`config.mk`:
```
export PLATFORM = sky130hd
export DESIGN_NAME = encoder_pipe_nxm
export DESIGN_NICKNAME = d
export VERILOG_FILES = /design/src/rtl/encoder_pipe_nxm.sv
export SDC_FILE = /design/constraint.sdc
export NUM_CORES = 1
export LEC_CHECK = 0
export ABC_AREA = 1
export CAP_MARGIN = 5
export CORE_MARGIN = 2
export CORE_UTILIZATION = 50
export CTS_CLUSTER_SIZE = 30
export DETAILED_ROUTE_END_ITERATION = 10
export PLACE_DENSITY = 0.89
export SLEW_MARGIN = 10
export SYNTH_ARGS = -nofsm -noshare
export SYNTH_HDL_FRONTEND = slang
export SYNTH_SLANG_ARGS = --single-unit
```
`constraint.sdc`:
```
create_clock -name clk -period 5.1 [get_ports clk]
set_clock_uncertainty 0.15 [all_clocks]
set_input_delay 1.02 -clock clk [delete_from_list [all_inputs] [get_ports clk]]
set_output_delay 1.02 -clock clk [all_outputs]
set_load 0.02 [all_outputs]
```
`src/rtl/encoder_pipe_nxm.sv`:
```
// Two-stage pipelined N-to-log2(N) encoder with valid/ready flow control
// and a saturating count of delivered error results.
module encoder_pipe_nxm #(
  parameter  int IN_W  = 16,
  parameter  int MODE  = 0,
  parameter  int CNT_W = 8,
  localparam int OUT_W = $clog2(IN_W)
) (
  input  logic             clk,
  input  logic             rst,
  input  logic             in_valid,
  output logic             in_ready,
  input  logic [IN_W-1:0]  in,
  output logic             out_valid,
  input  logic             out_ready,
  output logic [OUT_W-1:0] out,
  output logic             err,
  output logic             zero,
  output logic [CNT_W-1:0] err_count,
  input  logic             clr_count
);

  logic             rdy_q;
  logic             s1_valid_q, s1_valid_d;
  logic [IN_W-1:0]  s1_data_q;
  logic             out_valid_q;
  logic [OUT_W-1:0] out_q, out_d;
  logic             err_q, err_d;
  logic             zero_q, zero_d;
  logic [CNT_W-1:0] err_count_q, err_count_d;

  logic             s2_load;
  logic             in_fire;
  logic [OUT_W-1:0] hi_idx, lo_idx;
  logic             found, multi;

  // rdy_q keeps in_ready low through reset and until the first edge after it
  assign s2_load    = !out_valid_q || out_ready;
  assign in_ready   = rdy_q && (!s1_valid_q || s2_load);
  assign in_fire    = in_valid && in_ready;
  assign s1_valid_d = in_fire || (s1_valid_q && !s2_load);

  always_comb begin
    hi_idx = '0;
    lo_idx = '0;
    found  = 1'b0;
    multi  = 1'b0;
    for (int i = 0; i < IN_W; i++) begin
      if (s1_data_q[i]) begin
        hi_idx = OUT_W'(i);
        if (!found) lo_idx = OUT_W'(i);
        if (found) multi = 1'b1;
        found = 1'b1;
      end
    end
  end

  always_comb begin
    out_d  = '0;
    err_d  = 1'b0;
    zero_d = !found;
    case (MODE)
      0: begin
        out_d = (found && !multi) ? hi_idx : '0;
        err_d = !(found && !multi);
      end
      1:       out_d = hi_idx;
      default: out_d = lo_idx;
    endcase
  end

  // clear has priority over a same-cycle increment
  always_comb begin
    err_count_d = err_count_q;
    if (clr_count)
      err_count_d = '0;
    else if (out_valid_q && out_ready && err_q && (err_count_q != '1))
      err_count_d = err_count_q + 1'b1;
  end

  always_ff @(posedge clk or posedge rst) begin
    if (rst) begin
      rdy_q       <= 1'b0;
      s1_valid_q  <= 1'b0;
      s1_data_q   <= '0;
      out_valid_q <= 1'b0;
      out_q       <= '0;
      err_q       <= 1'b0;
      zero_q      <= 1'b0;
      err_count_q <= '0;
    end else begin
      rdy_q       <= 1'b1;
      s1_valid_q  <= s1_valid_d;
      err_count_q <= err_count_d;
      if (in_fire) s1_data_q <= in;
      if (s2_load) out_valid_q <= s1_valid_q;
      if (s2_load && s1_valid_q) begin
        out_q  <= out_d;
        err_q  <= err_d;
        zero_q <= zero_d;
      end
    end
  end

  assign out_valid = out_valid_q;
  assign out       = out_q;
  assign err       = err_q;
  assign zero      = zero_q;
  assign err_count = err_count_q;

endmodule

```
==> results of run 1 <==
## sequential cells by signal, summed over array words and instances (netlist names)
name,flops
zero,1
rdy_q,1
err,1
out_valid,1
s1_data_q,16
err_count,8
out,4
s1_valid_q,1
## kinds of logic (layout without fill, tap and decap cells)
kind of cell	count (synthesis)	in the layout	share of synthesized area (%)
AND/OR/NAND/NOR	114	114	29.2
buffers and inverters	37	79	8.05
XOR/XNOR	1	1	0.508
flip-flops	33	33	47.9
AO/OA/AOI/OAI	43	43	13.4
adder cells (fa/ha/maj)	1	1	0.726
other	1	1	0.217
## final cells by class
| type | instances | area [sq um] | area share [%] |
|---|---|---|---|
| clock inverter | 2 | 10.0 | 0.457 |
| inverter | 34 | 128 | 5.83 |
| clock buffer | 6 | 41.3 | 1.89 |
| sequential | 33 | 826 | 37.7 |
| multi-input combinational | 160 | 759 | 34.7 |
| tap | 46 | 57.6 | 2.63 |
| timing repair buffer | 37 | 368 | 16.8 |
## worst min path at each step
stage | startpoint | end
2_1_floorplan | s1_valid_q$_DFF_PP0_ | s1_valid_q$_DFF_PP0_
3_3_place_gp | out[0]$_DFFE_PP0P_ | out[0]$_DFFE_PP0P_
3_5_place_dp | out[0]$_DFFE_PP0P_ | out[0]$_DFFE_PP0P_
4_1_cts | out[0]$_DFFE_PP0P_ | out[0]$_DFFE_PP0P_
5_1_grt | out[0]$_DFFE_PP0P_ | out[0]$_DFFE_PP0P_
6_report | out[0]$_DFFE_PP0P_ | out[0]$_DFFE_PP0P_
## critical path, cell delays in order
cell and delay, ps:
sky130_fd_sc_hd__clkdlybuf4s50_1 490, sky130_fd_sc_hd__inv_1 60, sky130_fd_sc_hd__nand3_1 80, sky130_fd_sc_hd__nand2_1 60
sky130_fd_sc_hd__inv_1 60, sky130_fd_sc_hd__clkdlybuf4s50_1 600
## cells in the final DEF, fill, tap and decap left out, types with 2 or more instances in the layout
cell type	instances
sky130_fd_sc_hd__dfrtp_1	33
sky130_fd_sc_hd__nor3_1	3
sky130_fd_sc_hd__o21ai_0	7
sky130_fd_sc_hd__clkbuf_4	5
sky130_fd_sc_hd__clkdlybuf4s50_1	36
sky130_fd_sc_hd__nor2_2	2
sky130_fd_sc_hd__nor2_1	32
sky130_fd_sc_hd__a21oi_1	26
sky130_fd_sc_hd__inv_1	33
sky130_fd_sc_hd__clkinv_2	2
sky130_fd_sc_hd__nand3_1	13
sky130_fd_sc_hd__a211oi_1	2
sky130_fd_sc_hd__nor2_4	3
sky130_fd_sc_hd__nand2_2	2
sky130_fd_sc_hd__nand2_1	55
sky130_fd_sc_hd__o21ai_1	3
## through the flow
stage / util (%) / power (W) / instances
2_1_floorplan: - / 0.000390 / 230
5_1_grt: 65.6 / 0.000613 / 318
3_3_place_gp: 64.1 / 0.000431 / 310
4_1_cts: 65.6 / 0.000577 / 318
3_5_place_dp: 64.1 / 0.000436 / 310
6_report: 65.6 / 0.000570 / 318
## per-layer routing
layer,GRT usage [%],part of all wire (%),vias up
li1,-,-,817
met1,23.7,44,705
met2,34.7,49,45
met3,6.49,4.8,6
met4,8.61,1.8,0
met5,0,0,-
## power groups by stage
| stage | Combinational [W] | Sequential, W | Clock [W] |
|---|---|---|---|
| floorplan | 0.0000755 | 0.000314 | 0 |
| global placement | 0.000120 | 0.000311 | 0 |
| detailed placement | 0.000123 | 0.000312 | 0 |
| CTS | 0.000124 | 0.000307 | 0.000146 |
| global route | 0.000141 | 0.000311 | 0.000160 |
| finish | 0.000122 | 0.000307 | 0.000141 |
==> implementation parameters, run 1 <==
Parameter                              Value

Logic synthesis
  Asr flop ratio synth ... 100%
  Post-synth EDFFs ... 0
  Most frequently used cell type in the post-synthesis netlist ... sky130_fd_sc_hd__nand2_1
  Post-synthesis register bit count ... 33
  Cell taking the most area after synthesis ... sky130_fd_sc_hd__dfrtp_1
  Most frequently used flop master after synthesis ... sky130_fd_sc_hd__dfrtp_1
  Leading post-synthesis cells by cell area ... sky130_fd_sc_hd__dfrtp_1 (48%), sky130_fd_sc_hd__nand2_1 (12%), sky130_fd_sc_hd__a21oi_1 (7.5%)
  Synth top area share ... a little under half
  Instance count of the mapped netlist ... 230
  Post-Syn Area ... 0.00172 sq mm
  Most numerous cell types in the synthesized netlist ... sky130_fd_sc_hd__nand2_1 (55), sky130_fd_sc_hd__dfrtp_1 (33), sky130_fd_sc_hd__inv_1 (33)
  Fraction of the yosys area taken by sequential cells ... 47.9%
  Synthesis Warnings ... 0
  Avg Synthesized Cell Area ... 7.50 sq um
  Distinct cell type count after synthesis ... 27
  Mapped Nets ... ~250

Pwr
  Pleak ... 1.05 nW
  Internal cell power ... 0.000390 W
  Net load switching power ... 0.000181 W
  Combinational Power Share ... 21.4%
  Sequential power share ... between 50% and 60%
  Net switching fraction of the power ... 31.7%
  Power per cell area ... 261 mW/mm^2
  Peak VDD IR ... ~0.13 mV
  Part of the total power dissipated in the clock network ... between 20 and 25%

Critical path
  Critical path data arrival time ... 2360 ps
  Critical path type ... in2out
  Launching instance or port of the critical path ... out_ready
  Required time of the worst setup path ... approximately 3900 ps
  FF-to-FF End ... err_count[6]$_DFFE_PP0P_
  Setup slack, reg-to-reg ... around 3100 ps
  Critical path endpoint category ... primary output
  Critical path startpoint category ... input port
  Critical path endpoint ... in_ready
  Max Fanout on Critical Path ... 2
  RR Startpoint ... err_count[0]$_DFFE_PP0P_
  Number of cells on the worst reg-to-reg path ... 9

STA
  Setup violation total in the final timing report ... 0
  Slew Limit Headroom ... 33.9%
  Hold Violations, Final ... 0
  Min setup slack post-route ... 1570 ps
  Max-slew violation count ... 0
  Crit share post-route ... between 60% and 70%
  Setup TNS ... 0 ps
  Max Freq ... about 280 MHz
  Min Hold Slack ... 346 ps
  Unrepaired setup endpoints after global routing ... no
  Final critical delay including setup and external delays ... approximately 3500 ps
  Slew at the pin closest to its max-slew limit ... between 900 and 1000 ps

Route
  Average vias per placed instance ... 4.95
  Remaining design rule violation count ... 0
  Pre-Repair DR Iteration Count ... 4
  Initial DRC Count ... roughly 110
  Detailed-route wire length ... 3390 microns
  Post-detailed-route wirelength per cell ... between 10 and 15 microns
  Post-DRT Antenna Nets ... 0
  Total via count in the routed design ... 1573

Floorplan
  Overall die area ... 0.00393 sq mm
  Effective utilization at floorplan ... 51.7%
  Placeable core area ... about 0.0033 sq mm
  Y dimension of the die ... between 60 and 70 microns
  Die Width ... 62.7 microns
  Standard-cell rows ... 21
  Top-level port count ... 37

GRT
  GRT Util Overall ... 20.4%
  Number of global-route vias before repair ... 1505
  Largest net degree at the start of global routing ... 34
  Wire length of the first global-routing pass ... a little over 6000 microns
  Initial antenna violation count ... 0
  Total congestion overflow ... 0

Layout
  Area added between synthesis and finish ... 27.0%
  Antenna diode instance count ... 0
  Final cell area excluding filler cells ... 0.00219 sq mm
  Total Nets Final ... 293
  Fraction of layout cells with a size suffix above 1 ... 6.99%
  Fillers ... 299

Clock network
  Clk Tree Root Cell ... sky130_fd_sc_hd__clkbuf_4
  H-tree lvl count ... 2
  Number of hold-repair buffers added at the cts stage ... 0
  Post-CTS clock slew at the launch and capture registers of the worst setup and hold paths ... 100 ps
  Total CTS buffers ... 5
  Bufs on Longest Clock Path ... 2
  CTS tree ... built
  Num Clock Sinks ... 33
  Post-cts repair resize count ... 0
  Post-CTS setup buffer count ... 0
  Clock insertion delay at the later pin of the skew report ... 340 ps

Run
  Count of maximum capacitance violations ... 0

Run status
  Run status ... completed

Place
  Total of buffers placed on input and output ports ... 36
  RePlAce Congestion ... 0.898
  Worst setup slack after placement ... 1560 ps
  DP HPWL ... 2610 microns
  Cell Area, Placed ... 0.00214 sq mm

Min path
  Number of stages on the worst hold path ... 2
  Hold/Removal Path Class ... reg2reg
Note: power is estimated with default switching activity, not from simulation.
==> run 2, diff against run 1 <==
--- a/config.mk
+++ b/config.mk
@@ -8,10 +8,10 @@
 export ABC_AREA = 1
 export CAP_MARGIN = 5
 export CORE_MARGIN = 2
-export CORE_UTILIZATION = 50
+export CORE_UTILIZATION = 45
 export CTS_CLUSTER_SIZE = 30
 export DETAILED_ROUTE_END_ITERATION = 10
-export PLACE_DENSITY = 0.89
+export PLACE_DENSITY = 0.85
 export SLEW_MARGIN = 10
 export SYNTH_ARGS = -nofsm -noshare
 export SYNTH_HDL_FRONTEND = slang
==> constraint.sdc (replaced) <==
create_clock -name clk -period 3.1 [get_ports clk]
set_clock_uncertainty 0.15 [all_clocks]
set_input_delay 0.62 -clock clk [delete_from_list [all_inputs] [get_ports clk]]
set_output_delay 0.62 -clock clk [all_outputs]
set_load 0.02 [all_outputs]
==> run 2 against run 1 <==
First-iteration DRC count fell by 3.7%. Global-route usage shrank 2.4 points. Sequential power rose by 65%. Largest cell class unchanged.
==> implementation parameters, run 2 (synthesized netlist as in run 1, its figures left out) <==
Parameter                              Value

GRT
  GRT Util Overall ... 18.0% (-2.4 points)
  Wire length of the first global-routing pass ... 5950 microns (-4.3%)
  Number of global-route vias before repair ... 1483 (-1.5%)
  Initial antenna violation count ... 0 (unchanged)
  Total congestion overflow ... 0 (unchanged)
  Largest net degree at the start of global routing ... 34 (unchanged)

Route
  Total via count in the routed design ... 1532 (-2.6%)
  Post-DRT Antenna Nets ... 0 (unchanged)
  Pre-Repair DR Iteration Count ... 4 (unchanged)
  Detailed-route wire length ... 3250 microns (-4.0%)
  Remaining design rule violation count ... 0 (unchanged)
  Average vias per placed instance ... 4.77 (-3.5%)
  Post-detailed-route wirelength per cell ... 10.1 microns (-4.9%)
  Initial DRC Count ... 104 (-3.7%)

Critical path
  Setup slack, reg-to-reg ... 1090 ps (-2030 ps)
  Critical path type ... in2out
  Number of cells on the worst reg-to-reg path ... 9 (unchanged)
  Critical path startpoint category ... input port
  FF-to-FF End ... err_count[6]$_DFFE_PP0P_
  Launching instance or port of the critical path ... out_ready
  Critical path data arrival time ... 1950 ps (-410 ps)
  Critical path endpoint category ... primary output
  Required time of the worst setup path ... 2330 ps (-1600 ps)
  Critical path endpoint ... in_ready
  Max Fanout on Critical Path ... 2 (unchanged)
  RR Startpoint ... err_count[0]$_DFFE_PP0P_

STA
  Min Hold Slack ... 332 ps (-13.8 ps)
  Max-slew violation count ... 0 (unchanged)
  Hold Violations, Final ... 0 (unchanged)
  Max Freq ... 368 MHz
  Setup violation total in the final timing report ... 0 (unchanged)
  Setup TNS ... 0 ps (unchanged)
  Unrepaired setup endpoints after global routing ... no
  Crit share post-route ... around 90%
  Final critical delay including setup and external delays ... 2720 ps

Place
  RePlAce Congestion ... 0.863 (-3.9%)
  Cell Area, Placed ... 0.00215 sq mm (+0.47%)
  DP HPWL ... 2510 microns (-3.9%)
  Total of buffers placed on input and output ports ... 36 (unchanged)

Layout
  Max reg flops ... 16 (unchanged)
  Leading cell types in the layout, fill and taps excluded ... sky130_fd_sc_hd__nand2_1 (55), sky130_fd_sc_hd__clkdlybuf4s50_1 (36), sky130_fd_sc_hd__inv_1 (33), sky130_fd_sc_hd__dfrtp_1 (33), sky130_fd_sc_hd__nor2_1 (32)
  Area added between synthesis and finish ... 29.4%
  Antenna diode instance count ... 0 (unchanged)
  Most common cell after layout, fill and taps aside ... sky130_fd_sc_hd__nand2_1
  Fraction of layout cells with a size suffix above 1 ... 7.33% (+0.34 points)
  Total Nets Final ... 294 (+0.34%)
  Share of the core filled with cells in the final layout ... 60.9% (-4.7 points)
  Biggest register ... s1_data_q
  Final cell area excluding filler cells ... 0.00223 sq mm (+1.9%)

Clock network
  Num Clock Sinks ... 33 (unchanged)
  Post-CTS clock slew at the launch and capture registers of the worst setup and hold paths ... 60 ps (-40 ps)
  Total CTS buffers ... 5 (unchanged)
  CTS tree ... built
  Clock insertion delay at the later pin of the skew report ... 290 ps (-50 ps)
  Post-cts repair resize count ... 0 (unchanged)
  Clk Tree Root Cell ... sky130_fd_sc_hd__clkbuf_8
  Number of hold-repair buffers added at the cts stage ... 0 (unchanged)
  H-tree lvl count ... 2 (unchanged)
  Bufs on Longest Clock Path ... 2 (unchanged)
  Post-CTS setup buffer count ... 0 (unchanged)

Pwr
  Net load switching power ... 0.000298 W (+65%)
  Sequential power share ... 50.2% (-3.7 points)
  Pleak ... 1.07 nW (+1.7%)
  Part of the total power dissipated in the clock network ... 29.9% (+5.2 points)
  Peak VDD IR ... 0.238 mV (+81%)
  Power per cell area ... 452 mW/mm^2 (+74%)
  Internal cell power ... 0.000712 W (+83%)
  Net switching fraction of the power ... 29.5% (-2.2 points)
  Combinational Power Share ... 19.9% (-1.5 points)

Floorplan
  Standard-cell rows ... 22 (+4.8%)
  Die Width ... 65.9 microns (+5.1%)
  Y dimension of the die ... 65.9 microns (+5.1%)
  Effective utilization at floorplan ... 47.1% (-4.6 points)
  Placeable core area ... 0.00366 sq mm (+9.7%)
  Top-level port count ... 37 (unchanged)
  Overall die area ... 0.00434 sq mm (+10%)

Run
  Count of maximum capacitance violations ... 0 (unchanged)

Run status
  Run status ... completed

Min path
  Hold/Removal Path Class ... reg2reg
-- run 2: cell types whose count changed in the layout (fill, tap and decap cells not counted) --
cell and delta:
sky130_fd_sc_hd__clkbuf_8 +5, sky130_fd_sc_hd__buf_4 +1, sky130_fd_sc_hd__clkbuf_4 -5
-- run 2: worst min-delay path by stage --
stage	slack, ps	from	end	depth (start not counted)
global placement	320	out[1]$_DFFE_PP0P_	out[1]$_DFFE_PP0P_	2
detailed placement	320	out[0]$_DFFE_PP0P_	out[0]$_DFFE_PP0P_	2
finish	330	out[0]$_DFFE_PP0P_	out[0]$_DFFE_PP0P_	2
floorplan	360	s1_valid_q$_DFF_PP0_	s1_valid_q$_DFF_PP0_	2
global route	370	out[0]$_DFFE_PP0P_	out[0]$_DFFE_PP0P_	2
CTS	340	out[0]$_DFFE_PP0P_	out[0]$_DFFE_PP0P_	2
-- run 2: routing by layer --
layer	track usage (%)	wire length (microns)
met1	21.6	1460
met2	29.3	1570
met4	9.11	44
met3	5.11	169
met5	0	0
-- run 2: critical path, stage by stage --
cell	delay (ps)
sky130_fd_sc_hd__clkdlybuf4s50_1	480
sky130_fd_sc_hd__inv_1	50
sky130_fd_sc_hd__nand3_1	80
sky130_fd_sc_hd__nand2_1	50
sky130_fd_sc_hd__inv_1	70
sky130_fd_sc_hd__clkdlybuf4s50_1	590
-- run 2: cell type report --
type / instances / area [sq um]
inverters: 34 / 128
fillers: 334 / 1430
multi-input cells: 160 / 759
clock inverters: 2 / 10.0
flip-flops and latches: 33 / 826
clock buffers: 6 / 72.6
repair buffers: 38 / 375
well taps: 48 / 60.1
-- run 2: power by group through the flow --
stage,clock network (W),logic (W),registers (W)
after floorplan,0,0.000124,0.000517
after global placement,0,0.000199,0.000512
after detailed placement,0,0.000203,0.000514
after CTS,0.000316,0.000204,0.000506
after global routing,0.000331,0.000231,0.000512
final,0.000302,0.000201,0.000507
-- run 2: metrics by stage --
| step | cells | worst slack, ps | total power, W |
|---|---|---|---|
| global placement | 313 | 408 | 0.000711 |
| global route | 321 | 320 | 0.00107 |
| detailed placement | 313 | 382 | 0.000717 |
| finish | 321 | 385 | 0.00101 |
| CTS | 321 | 376 | 0.00103 |
| floorplan | 230 | 1270 | 0.000641 |
